<file path="config.mk">
export PLATFORM = sky130hd
export DESIGN_NAME = dvid_rx
export DESIGN_NICKNAME = d
export VERILOG_FILES = /design/src/rtl/dvid_pkg.sv /design/src/rtl/tmds_ch_align.sv /design/src/rtl/dvid_rx.sv
export SDC_FILE = /design/constraint.sdc
export NUM_CORES = 1
export LEC_CHECK = 0
export CAP_MARGIN = 20
export CORE_MARGIN = 8
export CORE_UTILIZATION = 49
export DETAILED_ROUTE_END_ITERATION = 7
export GPL_ROUTABILITY_DRIVEN = 1
export GPL_TIMING_DRIVEN = 1
export HOLD_SLACK_MARGIN = 0.02
export PLACE_DENSITY = 0.69
export SLEW_MARGIN = 15
export SYNTH_ARGS = -nofsm -noshare
export SYNTH_HDL_FRONTEND = slang
export SYNTH_SLANG_ARGS = --single-unit
</file>
<file path="constraint.sdc">
create_clock -name clk -period 2.8 [get_ports clk]
set_input_delay 0.56 -clock clk [delete_from_list [all_inputs] [get_ports clk]]
set_output_delay 0.56 -clock clk [all_outputs]
set_load 0.01 [all_outputs]
</file>
<file path="src/rtl/dvid_pkg.sv">
`default_nettype none
// ============================================================================
// Module      : dvid_pkg
// Description : Shared DVI-D symbol definitions for the receiver and the
//               transmitter: the four control tokens, the eight data tokens
//               (3-bit pixel values), the channel count, the per-channel
//               alignment state type and a symbol decode helper.
// Ports       : none (package)
// Revision    : 1.0 - initial release
// ============================================================================
package dvid_pkg;

    localparam int c_num_ch = 3;

    // Control tokens, indexed by {c1, c0} (c0 = hsync, c1 = vsync on channel 0)
    localparam logic [9:0] c_ctrl_00 = 10'b1101010100;
    localparam logic [9:0] c_ctrl_01 = 10'b0010101011;
    localparam logic [9:0] c_ctrl_10 = 10'b0101010100;
    localparam logic [9:0] c_ctrl_11 = 10'b1010101011;

    localparam logic [3:0][9:0] c_ctrl_tok = {c_ctrl_11, c_ctrl_10, c_ctrl_01, c_ctrl_00};

    // Data tokens, entry i encodes pixel value i
    localparam logic [7:0][9:0] c_data_tok = {
        10'b1011110000,   // 7
        10'b1000011011,   // 6
        10'b1000111001,   // 5
        10'b0000101111,   // 4
        10'b0010001111,   // 3
        10'b0111001100,   // 2
        10'b0001001111,   // 1
        10'b0111110000    // 0
    };

    typedef enum logic [0:0] {
        ST_SEARCH = 1'b0,
        ST_LOCKED = 1'b1
    } align_state_e;

    typedef struct packed {
        logic       valid;
        logic       is_ctrl;
        logic [1:0] ctrl;
        logic [2:0] data;
    } sym_dec_t;

    // Classify a 10-bit word as control token, data token, or invalid.
    function automatic sym_dec_t tmds_decode(input logic [9:0] word);
        sym_dec_t dec;
        dec = '0;
        for (int i = 0; i < 4; i++) begin
            if (word == c_ctrl_tok[i]) begin
                dec.valid   = 1'b1;
                dec.is_ctrl = 1'b1;
                dec.ctrl    = 2'(i);
            end
        end
        for (int i = 0; i < 8; i++) begin
            if (word == c_data_tok[i]) begin
                dec.valid = 1'b1;
                dec.data  = 3'(i);
            end
        end
        return dec;
    endfunction

endpackage
`default_nettype wire

</file>
<file path="src/rtl/tmds_ch_align.sv">
`default_nettype none
// ============================================================================
// Module      : tmds_ch_align
// Description : One DVI-D channel: keeps the previous raw word, selects a
//               10-bit symbol from the 20-bit window at the current bit
//               offset, decodes it and runs the SEARCH/LOCKED alignment FSM.
// Ports       : clk        - pixel clock (rising edge)
//               rst_n      - asynchronous active-low reset
//               raw_sym    - unaligned word from the deserializer (bit 0 first)
//               locked     - channel is in LOCKED
//               sym_err    - invalid symbol seen while LOCKED (registered)
//               is_ctrl    - last valid symbol was a control token
//               ctrl       - payload of the last control token
//               data       - value of the last data token
// Revision    : 1.0 - initial release
// ============================================================================
module tmds_ch_align
    import dvid_pkg::*;
#(
    parameter int LOCK_COUNT   = 8,
    parameter int SLIP_TIMEOUT = 1024,
    parameter int ERR_LIMIT    = 8
) (
    input  logic       clk,
    input  logic       rst_n,
    input  logic [9:0] raw_sym,
    output logic       locked,
    output logic       sym_err,
    output logic       is_ctrl,
    output logic [1:0] ctrl,
    output logic [2:0] data
);

    localparam int c_run_w = (LOCK_COUNT   > 1) ? $clog2(LOCK_COUNT)   : 1;
    localparam int c_tmo_w = (SLIP_TIMEOUT > 1) ? $clog2(SLIP_TIMEOUT) : 1;
    localparam int c_err_w = (ERR_LIMIT    > 1) ? $clog2(ERR_LIMIT)    : 1;

    localparam logic [c_run_w-1:0] c_run_last = c_run_w'(LOCK_COUNT - 1);
    localparam logic [c_tmo_w-1:0] c_tmo_last = c_tmo_w'(SLIP_TIMEOUT - 1);
    localparam logic [c_err_w-1:0] c_err_last = c_err_w'(ERR_LIMIT - 1);

    align_state_e       state_q,   state_d;
    logic [3:0]         off_q,     off_d;
    logic [c_run_w-1:0] run_q,     run_d;
    logic [c_tmo_w-1:0] tmo_q,     tmo_d;
    logic [c_err_w-1:0] err_cnt_q, err_cnt_d;
    logic [9:0]         prev_q,    prev_d;
    logic               sym_err_q, sym_err_d;
    logic               is_ctrl_q, is_ctrl_d;
    logic [1:0]         ctrl_q,    ctrl_d;
    logic [2:0]         data_q,    data_d;

    logic [19:0] win;
    logic [9:0]  word;
    sym_dec_t    dec;

    always_comb begin
        // Offset 0 selects the previous word; higher offsets pull in the
        // earliest bits of the current word.
        win       = {raw_sym, prev_q};
        word      = win[off_q +: 10];
        dec       = tmds_decode(word);

        state_d   = state_q;
        off_d     = off_q;
        run_d     = run_q;
        tmo_d     = tmo_q;
        err_cnt_d = err_cnt_q;
        prev_d    = raw_sym;
        sym_err_d = 1'b0;
        is_ctrl_d = is_ctrl_q;
        ctrl_d    = ctrl_q;
        data_d    = data_q;

        // Invalid words leave the decoded view untouched.
        if (dec.valid) begin
            is_ctrl_d = dec.is_ctrl;
            if (dec.is_ctrl) begin
                ctrl_d = dec.ctrl;
            end else begin
                data_d = dec.data;
            end
        end

        case (state_q)
            ST_SEARCH: begin
                if (dec.is_ctrl) begin
                    tmo_d = '0;
                    if (run_q == c_run_last) begin
                        state_d = ST_LOCKED;
                        run_d   = '0;
                    end else begin
                        run_d = run_q + 1'b1;
                    end
                end else begin
                    run_d = '0;
                    if (tmo_q == c_tmo_last) begin
                        off_d = (off_q == 4'd9) ? 4'd0 : off_q + 4'd1;
                        tmo_d = '0;
                    end else begin
                        tmo_d = tmo_q + 1'b1;
                    end
                end
            end
            ST_LOCKED: begin
                if (!dec.valid) begin
                    sym_err_d = 1'b1;
                    if (err_cnt_q == c_err_last) begin
                        // Fall back to searching from the current offset.
                        state_d   = ST_SEARCH;
                        err_cnt_d = '0;
                        run_d     = '0;
                        tmo_d     = '0;
                    end else begin
                        err_cnt_d = err_cnt_q + 1'b1;
                    end
                end else begin
                    err_cnt_d = '0;
                end
            end
            default: state_d = ST_SEARCH;
        endcase
    end

    always_ff @(posedge clk or negedge rst_n) begin
        if (!rst_n) begin
            state_q   <= ST_SEARCH;
            off_q     <= '0;
            run_q     <= '0;
            tmo_q     <= '0;
            err_cnt_q <= '0;
            prev_q    <= '0;
            sym_err_q <= 1'b0;
            is_ctrl_q <= 1'b0;
            ctrl_q    <= '0;
            data_q    <= '0;
        end else begin
            state_q   <= state_d;
            off_q     <= off_d;
            run_q     <= run_d;
            tmo_q     <= tmo_d;
            err_cnt_q <= err_cnt_d;
            prev_q    <= prev_d;
            sym_err_q <= sym_err_d;
            is_ctrl_q <= is_ctrl_d;
            ctrl_q    <= ctrl_d;
            data_q    <= data_d;
        end
    end

    assign locked  = (state_q == ST_LOCKED);
    assign sym_err = sym_err_q;
    assign is_ctrl = is_ctrl_q;
    assign ctrl    = ctrl_q;
    assign data    = data_q;

endmodule
`default_nettype wire

</file>
<file path="src/rtl/dvid_rx.sv">
`default_nettype none
// ============================================================================
// Module      : dvid_rx
// Description : Three-channel DVI-D receiver back end. Each channel aligns
//               and decodes independently; this level gates the decoded
//               values by lock/blank state and registers all outputs.
// Ports       : clk, rst_n            - pixel clock, async active-low reset
//               raw_sym0/1/2          - unaligned words for channels 0/1/2
//               hsync, vsync, blank   - channel 0 control decode
//               red, green, blue      - pixel values of channels 0/1/2
//               locked                - per-channel aligned flags
//               sym_err               - invalid symbol on a locked channel
// Revision    : 1.0 - initial release
// ============================================================================
module dvid_rx
    import dvid_pkg::*;
#(
    parameter int LOCK_COUNT   = 8,
    parameter int SLIP_TIMEOUT = 1024,
    parameter int ERR_LIMIT    = 8
) (
    input  logic       clk,
    input  logic       rst_n,
    input  logic [9:0] raw_sym0,
    input  logic [9:0] raw_sym1,
    input  logic [9:0] raw_sym2,
    output logic       hsync,
    output logic       vsync,
    output logic       blank,
    output logic [2:0] red,
    output logic [2:0] green,
    output logic [2:0] blue,
    output logic [2:0] locked,
    output logic       sym_err
);

    logic [c_num_ch-1:0][9:0] ch_raw;
    logic [c_num_ch-1:0]      ch_locked;
    logic [c_num_ch-1:0]      ch_err;
    logic [c_num_ch-1:0]      ch_is_ctrl;
    logic [c_num_ch-1:0][1:0] ch_ctrl;
    logic [c_num_ch-1:0][2:0] ch_data;

    assign ch_raw = {raw_sym2, raw_sym1, raw_sym0};

    for (genvar g = 0; g < c_num_ch; g++) begin : g_ch
        tmds_ch_align #(
            .LOCK_COUNT   (LOCK_COUNT),
            .SLIP_TIMEOUT (SLIP_TIMEOUT),
            .ERR_LIMIT    (ERR_LIMIT)
        ) u_align (
            .clk     (clk),
            .rst_n   (rst_n),
            .raw_sym (ch_raw[g]),
            .locked  (ch_locked[g]),
            .sym_err (ch_err[g]),
            .is_ctrl (ch_is_ctrl[g]),
            .ctrl    (ch_ctrl[g]),
            .data    (ch_data[g])
        );
    end

    // Control payloads on channels 1 and 2 carry nothing this receiver uses.
    logic unused_ctrl;
    assign unused_ctrl = ^{ch_is_ctrl[2:1], ch_ctrl[2], ch_ctrl[1]};

    logic       hsync_q,   hsync_d;
    logic       vsync_q,   vsync_d;
    logic       blank_q,   blank_d;
    logic [2:0] red_q,     red_d;
    logic [2:0] green_q,   green_d;
    logic [2:0] blue_q,    blue_d;
    logic [2:0] locked_q,  locked_d;
    logic       sym_err_q, sym_err_d;
    logic       active;

    always_comb begin
        // Pixels only pass while channel 0 is aligned and outside blanking.
        active    = ch_locked[0] && !ch_is_ctrl[0];
        blank_d   = !active;
        hsync_d   = ch_locked[0] && ch_ctrl[0][0];
        vsync_d   = ch_locked[0] && ch_ctrl[0][1];
        red_d     = active ? ch_data[0] : 3'd0;
        green_d   = (active && ch_locked[1]) ? ch_data[1] : 3'd0;
        blue_d    = (active && ch_locked[2]) ? ch_data[2] : 3'd0;
        locked_d  = ch_locked;
        sym_err_d = |ch_err;
    end

    always_ff @(posedge clk or negedge rst_n) begin
        if (!rst_n) begin
            hsync_q   <= 1'b0;
            vsync_q   <= 1'b0;
            blank_q   <= 1'b1;
            red_q     <= '0;
            green_q   <= '0;
            blue_q    <= '0;
            locked_q  <= '0;
            sym_err_q <= 1'b0;
        end else begin
            hsync_q   <= hsync_d;
            vsync_q   <= vsync_d;
            blank_q   <= blank_d;
            red_q     <= red_d;
            green_q   <= green_d;
            blue_q    <= blue_d;
            locked_q  <= locked_d;
            sym_err_q <= sym_err_d;
        end
    end

    assign hsync   = hsync_q;
    assign vsync   = vsync_q;
    assign blank   = blank_q;
    assign red     = red_q;
    assign green   = green_q;
    assign blue    = blue_q;
    assign locked  = locked_q;
    assign sym_err = sym_err_q;

endmodule
`default_nettype wire
</file>
==> results of run 1 <==
-- power groups by stage --
| stage | registers, mW | clock network [mW] | logic (mW) |
|---|---|---|---|
| after floorplan | 2.36 | 0 | 1.20 |
| after global placement | 2.48 | 0 | 1.69 |
| after detailed placement | 2.49 | 0 | 1.75 |
| after CTS | 2.47 | 2.38 | 1.90 |
| after global routing | 2.54 | 2.45 | 2.26 |
| final | 2.49 | 2.35 | 2.09 |
-- state kept, by name, indices dropped and copies added (netlist names), 3 cells and up --
register                cells
blue                        3
g_ch.u_align.data           9
g_ch.u_align.err_cnt_q      9
g_ch.u_align.locked         3
g_ch.u_align.off_q         12
g_ch.u_align.prev_q        30
g_ch.u_align.run_q          9
g_ch.u_align.sym_err        3
g_ch.u_align.tmo_q         30
green                       3
locked                      3
red                         3
-- cells in the final DEF (no fill, tap or decap), types with 18 or more instances in the layout --
| master | synthesis | layout |
|---|---|---|
| sky130_fd_sc_hd__o21ai_2 | 0 | 19 |
| sky130_fd_sc_hd__mux2_2 | 24 | 20 |
| sky130_fd_sc_hd__o21ai_0 | 46 | 22 |
| sky130_fd_sc_hd__buf_4 | 7 | 204 |
| sky130_fd_sc_hd__and3_1 | 27 | 24 |
| sky130_fd_sc_hd__nor2b_1 | 32 | 30 |
| sky130_fd_sc_hd__mux4_2 | 51 | 51 |
| sky130_fd_sc_hd__nand3_1 | 31 | 25 |
| sky130_fd_sc_hd__buf_6 | 5 | 29 |
| sky130_fd_sc_hd__nand2_1 | 69 | 67 |
| sky130_fd_sc_hd__nor3b_1 | 19 | 18 |
| sky130_fd_sc_hd__nor2_1 | 43 | 39 |
| sky130_fd_sc_hd__clkbuf_16 | 0 | 19 |
| sky130_fd_sc_hd__mux2i_1 | 40 | 31 |
| sky130_fd_sc_hd__dfrtp_1 | 123 | 119 |
| sky130_fd_sc_hd__clkdlybuf4s50_1 | 0 | 29 |
| sky130_fd_sc_hd__nor3_1 | 26 | 18 |
-- layout make-up --
type	count	area (µm²)	area share
Inverter	20	75.1	0.00582
Clock inverter	15	190	0.0147
Sequential cell	124	3110	0.241
Clock buffer	17	425	0.0330
Multi-Input combinational cell	675	6230	0.482
Timing Repair Buffer	293	2590	0.201
Tap cell	229	287	0.0222
-- worst min path at each step --
stage / end / cells after the start / startpoint / slack [ps]
finish: g_ch[0].u_align.prev_q[4] / 1 / rst_n / 80
global route: g_ch[0].u_align.prev_q[3] / 1 / rst_n / 130
CTS: g_ch[0].u_align.prev_q[6] / 1 / rst_n / 110
detailed placement: sym_err / 1 / g_ch[2].u_align.sym_err / 460
global placement: sym_err / 1 / g_ch[0].u_align.sym_err / 450
floorplan: blue[0] / 0 / rst_n / 260
-- worst reg2reg max path: cells and delay by family, from the launching register on --
kind                   cells  cell delay, ps
DFF                        1             420
muxes                      2            1030
buffers and inverters      4             620
AOI/OAI and AO/OA          2             160
and+or+nand+nor            4             810
-- per-stage QoR --
step,hold slack [ps],worst slack (ps)
detailed placement,459,-1090
CTS,108,-299
global placement,448,-982
global route,130,-444
floorplan,264,-252
finish,83.7,-346
-- layer usage --
layer,part of all wire,GRT usage,vias up
li1,-,-,3890
met1,0.42,0.287,4231
met2,0.50,0.374,287
met3,0.052,0.0397,66
met4,0.028,0.0856,0
met5,0,0,-
-- cell families after synthesis --
family | count (synthesis) | synth area share
AOI/OAI and AO/OA | 194 | 0.154
adders and majority gates | 15 | 0.0210
DFF | 124 | 0.348
and+or+nand+nor | 336 | 0.216
buffers and inverters | 75 | 0.0409
xor gates and xnor gates | 14 | 0.0137
muxes | 116 | 0.206
-- repair_timing --
item	CTS	global route
setup buffers	28	12
pin swaps	23	23
resized for setup	82	88
setup endpoints to repair	77	78
endpoints found under the hold margin	0	0
hold buffers	0	0
cloned	0	2
==> results.yml, run 1 <==
cells_and_area:
  finish.utilization: 0.721
  fin_cells: 1373
  final_layout_size_suffix_gt1_frac: 0.432
  area_delta_synth_final_pct: 44.6
  antenna_cells: 0
  fillers: 1232
  final_net_count: 1178
  design_area_um2: 12900
setup_path:
  worst-endpoint-arrival_ps: 3460
  crit_cells: 12
  worst-r2r-setup-slack_ps: -350
  crit_family: "multiplexers"
  worst-endpoint-required_ps: 3110
  worst-path-max-fanout: 12
  critical_path.endpoint_type: "flip-flop"
  crit-reg2reg-launch: "g_ch[0].u_align.off_q[0]"
  timing.critical_path.cells: "buf_12 -> mux4_2 -> mux4_2 -> and2_4 -> o211ai_2 -> nor4b_4 -> or2_1 -> buf_4 -> nor4_4 -> buf_12 -> buf_6 -> o21ai_1"
  max_stage_delay_ps: 530
  r2r_end: "g_ch[0].u_align.tmo_q[2]"
  crit_path_start: "g_ch[0].u_align.off_q[0]"
  worst_r2r_path_depth: 12
  critical_path.slowest_cell: "sky130_fd_sc_hd__mux4_2"
  crit_path_start_kind: "flip-flop"
  crit_buf_inv: 4
  critPathCapture: "g_ch[0].u_align.tmo_q[2]"
  path_class: "reg -> reg"
placement:
  placed_area_um2: 11300
  numPlacedInstances: 1301
  gp_congestion: 0.919
  place.detailed.hpwl_mm: 17.8
  place.port_buffers: 47
yosys:
  yosysTopAreaCellShare: 0.345
  postSynthNetCount: 921
  synth.yosys.warnings: 0
  async_reset_ff_frac: 1.00
  most_used_standard_cell_by_instance_count_after_synthesis: "sky130_fd_sc_hd__dfrtp_1"
  ys_seq_area_frac: 0.348
  ys_dominant_reg_cell: "sky130_fd_sc_hd__dfrtp_1"
  netlist_top_cells_area: "sky130_fd_sc_hd__dfrtp_1 (34%), sky130_fd_sc_hd__mux4_2 (13%), sky130_fd_sc_hd__mux2i_1 (4.5%)"
  synth_edf_count: 0
  synth_top_area_cell: "sky130_fd_sc_hd__dfrtp_1"
  netlist_instances: 874
  yosys_register_bits: 124
  syn_avg_cell_area_um2: 10.2
  synth.top_cells.by_count: "sky130_fd_sc_hd__dfrtp_1 (123), sky130_fd_sc_hd__nand2_1 (69), sky130_fd_sc_hd__mux4_2 (51)"
  syn-cell-area_um2: 8920
  synth_cell_type_count: 85
status:
  failed_checks: "negative setup slack"
  status: "complete, but fails checks"
sta:
  final_critical_path_setup_slack_ps: -346
  timing.final.crit_share: 1.12
  setup_viol: 75
  finalHoldViolations: 0
  final_period_minus_worst_setup_slack_ps: 3150
  worst_slew_margin_rel: 0.332
  clock-skew-final_ps: 9.53
  final.setup.tns_ps: -14880
  maxSlewViolCount: 0
  fmaxAchievable_ghz: 0.318
  worstMarginPinSlew_ps: 1000
  grt_setup_unrepaired: "yes"
power_and_ir_drop:
  sequentialPowerShare: 0.359
  cell_internal_pwr_mw: 4.63
  clock_power_share: 0.339
  switching_power_mw: 2.29
  power.share.combinational: 0.302
  ir_drop_v: 0.000445
  leakagePower_nw: 5.63
  fin_total_pwr_mw: 6.92
  switching_share: 0.331
  power_per_cell_area_nw_per_um2: 537
grt:
  grt_first_pass_wirelength_mm: 41.4
  first_global_vias: 8420
  grt_usage: 0.225
  grt_max_degree: 57
  grt_remaining_overflow: 0
  antenna_found_initial: 0
detailed_routing:
  detail_route.iter0.violations: 634
  post_drt_wl_per_cell_um: 18.9
  avgViaCountPerCell: 6.17
  routed_wl_mm: 26.0
  dr_total_vias: 8474
  drt-pass1-iter-count: 5
  drc: 0
  route.antenna.remaining_nets: 0
clock_network:
  cts_tree: "yes"
  ctsHtreeMaxLevel: 4
  clock_path_buffers: 2
  worst_setup_hold_path_clk_slew_ps: 70
  insertion_delay_ps: 430
  clock_tree.root_cell: "sky130_fd_sc_hd__clkbuf_16"
  numCtsBuffers: 17
  clkSinkCount: 124
die:
  starting_density: 0.498
  num_rows: 49
  die_area_um2: 22800
  fp.dieW_um: 151
  core-area_um2: 17900
  boundaryPins: 48
  die_h_um: 151
worst_hold_path:
  holdCritPathClass: "in -> async"
flow_run:
  drv_cap: 0
Power figures use the tool's default switching activity.
==> run 2: changes to the inputs <==
Settings changed: CORE_UTILIZATION 49 to 55, PLACE_DENSITY 0.69 to 0.76.
==> run 2 against run 1 <==
Effect of this change:
- the flow still finishes with violations (negative setup slack)
- wire length increased by 13%
- global-route usage rose by 3.6 points
- clock power is 3% lower
- register-to-register slack worse by 120 ps
- sequential power hardly changed
- via count grew 4.9%
- setup slack lost 120 ps
- critical path depth fell by 2
- combinational power barely moved
- critical endpoint is now g_ch[0].u_align.run_q[0]
- cell area is 0.91% lower
- flip-flop and latch count stayed put
==> results.yml, run 2 (synthesis results as in run 1) <==
power_and_ir_drop:
  leakagePower_nw: 5.59
  power_per_cell_area_nw_per_um2: 535
  ir_drop_v: 0.000541
setup_path:
  worst-endpoint-arrival_ps: 3610
  crit_path_start_kind: "flip-flop"
  worst-endpoint-required_ps: 3140
  path_class: "reg -> reg"
  critical_path.endpoint_type: "flip-flop"
  worst-path-max-fanout: 9
sta:
  final_period_minus_worst_setup_slack_ps: 3270
  final.setup.tns_ps: -21880
  hold_slack_ps: 74.9
  grt_setup_unrepaired: "yes"
  setup_viol: 76
  final_critical_path_setup_slack_ps: -468
  finalHoldViolations: 0
  fmaxAchievable_ghz: 0.306
  maxSlewViolCount: 0
  worst_slew_margin_rel: 0.331
  timing.final.crit_share: 1.17
  worstMarginPinSlew_ps: 1000
  clock-skew-final_ps: 8.36
placement:
  numPlacedInstances: 1277
  gp_congestion: 0.936
  placed_area_um2: 11200
  pre_cts_ws_ps: -1110
  place.detailed.hpwl_mm: 17.8
  place.port_buffers: 47
die:
  die_area_um2: 20600
  num_rows: 46
  starting_density: 0.562
  die_h_um: 143
  boundaryPins: 48
  fp.dieW_um: 143
  core-area_um2: 15900
cells_and_area:
  final_layout_size_suffix_gt1_frac: 0.424
  fin_cells: 1368
  final-seq-area_um2: 3110
  commonest_non_fill_non_tap_cell_in_the_layout: "sky130_fd_sc_hd__buf_4"
  design_area_um2: 12800
  reg_top3: "g_ch.u_align.prev_q x30, g_ch.u_align.tmo_q x30, g_ch.u_align.off_q x12"
  multi_input_gate_area_in_the_final_layout_um2: 6160
  final_net_count: 1185
  area_delta_synth_final_pct: 43.3
  fillers: 897
  layout.cells.most_common_list: "sky130_fd_sc_hd__buf_4 (220), sky130_fd_sc_hd__dfrtp_1 (118), sky130_fd_sc_hd__nand2_1 (68), sky130_fd_sc_hd__mux4_2 (51), sky130_fd_sc_hd__nor2_1 (39)"
grt:
  grt_first_pass_wirelength_mm: 42.7
  grt_usage: 0.260
  grt_remaining_overflow: 0
  first_global_vias: 8708
  antenna_found_initial: 0
  grt_max_degree: 58
detailed_routing:
  dr_total_vias: 8893
  detail_route.iter0.violations: 952
  post_drt_wl_per_cell_um: 21.4
  route.antenna.remaining_nets: 0
  drc: 0
  routed_wl_mm: 29.3
  avgViaCountPerCell: 6.50
  drt-pass1-iter-count: 6
clock_network:
  cts-hold-fix-buffers: 0
  clock_tree.root_cell: "sky130_fd_sc_hd__clkbuf_16"
  worst_setup_hold_path_clk_slew_ps: 60
  clkSinkCount: 124
  ctsHtreeMaxLevel: 4
  clock_path_buffers: 2
  numCtsBuffers: 17
  insertion_delay_ps: 430
  cts_tree: "yes"
flow_run:
  drv_cap: 0
worst_hold_path:
  holdCritPathClass: "in -> async"
status:
  status: "complete, but fails checks"
  failed_checks: "negative setup slack"
-- run 2: cell type report --
type,count,share of cell area
inverters,20,0.00587
flip-flops and latches,124,0.243
multi-input cells,675,0.482
diodes,1,0.000196
clock inverters,13,0.0122
clock buffers,19,0.0346
repair buffers,300,0.201
well taps,216,0.0211
-- run 2: worst max-delay path, cell delays in order, from the launching register on --
cell	delay, ps
sky130_fd_sc_hd__dfrtp_2	440
sky130_fd_sc_hd__buf_12	160
sky130_fd_sc_hd__mux4_2	570
sky130_fd_sc_hd__mux4_2	570
sky130_fd_sc_hd__nor2_4	140
sky130_fd_sc_hd__o211ai_2	110
sky130_fd_sc_hd__nor4b_4	390
sky130_fd_sc_hd__buf_4	210
sky130_fd_sc_hd__nor2_1	70
sky130_fd_sc_hd__or4_1	410
sky130_fd_sc_hd__o21ai_0	110
-- run 2: metal layers --
metal  wire (µm)  global-route usage
met5           0                   0
met4        1110               0.118
met3        2080              0.0544
met2       14800               0.433
met1       11300               0.320
-- run 2: final timing paths --
check | start | to | slack, ps | cells after the start
min in group clk | raw_sym0[6] | g_ch[0].u_align.prev_q[6] | 460 | 1
worst min-delay path | rst_n | g_ch[0].u_align.prev_q[5] | 70 | 1
worst max register to register | g_ch[0].u_align.off_q[0] | g_ch[0].u_align.run_q[0] | -470 | 10
worst max-delay path | g_ch[0].u_align.off_q[0] | g_ch[0].u_align.run_q[0] | -470 | 10
max in group asynchronous | rst_n | blank | 1890 | 2
worst min register to register | g_ch[0].u_align.sym_err | sym_err | 480 | 1
-- run 2: where the power goes --
| group | leakage, nW | switching (mW) | internal, mW | total, mW |
|---|---|---|---|---|
| logic | 3.72 | 1.00 | 1.06 | 2.06 |
| registers | 1.58 | 0.365 | 2.13 | 2.50 |
| clock network | 0.287 | 0.927 | 1.36 | 2.28 |
-- run 2: metrics by stage --
step | power, mW | utilization
finish | 6.84 | 0.805
global route | 7.14 | 0.805
CTS | 6.63 | 0.776
detailed placement | 4.23 | 0.702
global placement | 4.16 | 0.702
floorplan | 3.56 | -
-- run 2: repair_timing --
action,in CTS,in global routing
setup endpoints to repair,77,78
pin swaps,28,32
gates resized for setup,95,61
setup buffers,32,31
cloned,1,1
==> run 3: changes to the inputs <==
Settings changed: SLEW_MARGIN 15 to 10.
==> results of run 3 <==
Same layout as run 2: the final DEF is identical, and so are final timing and power.
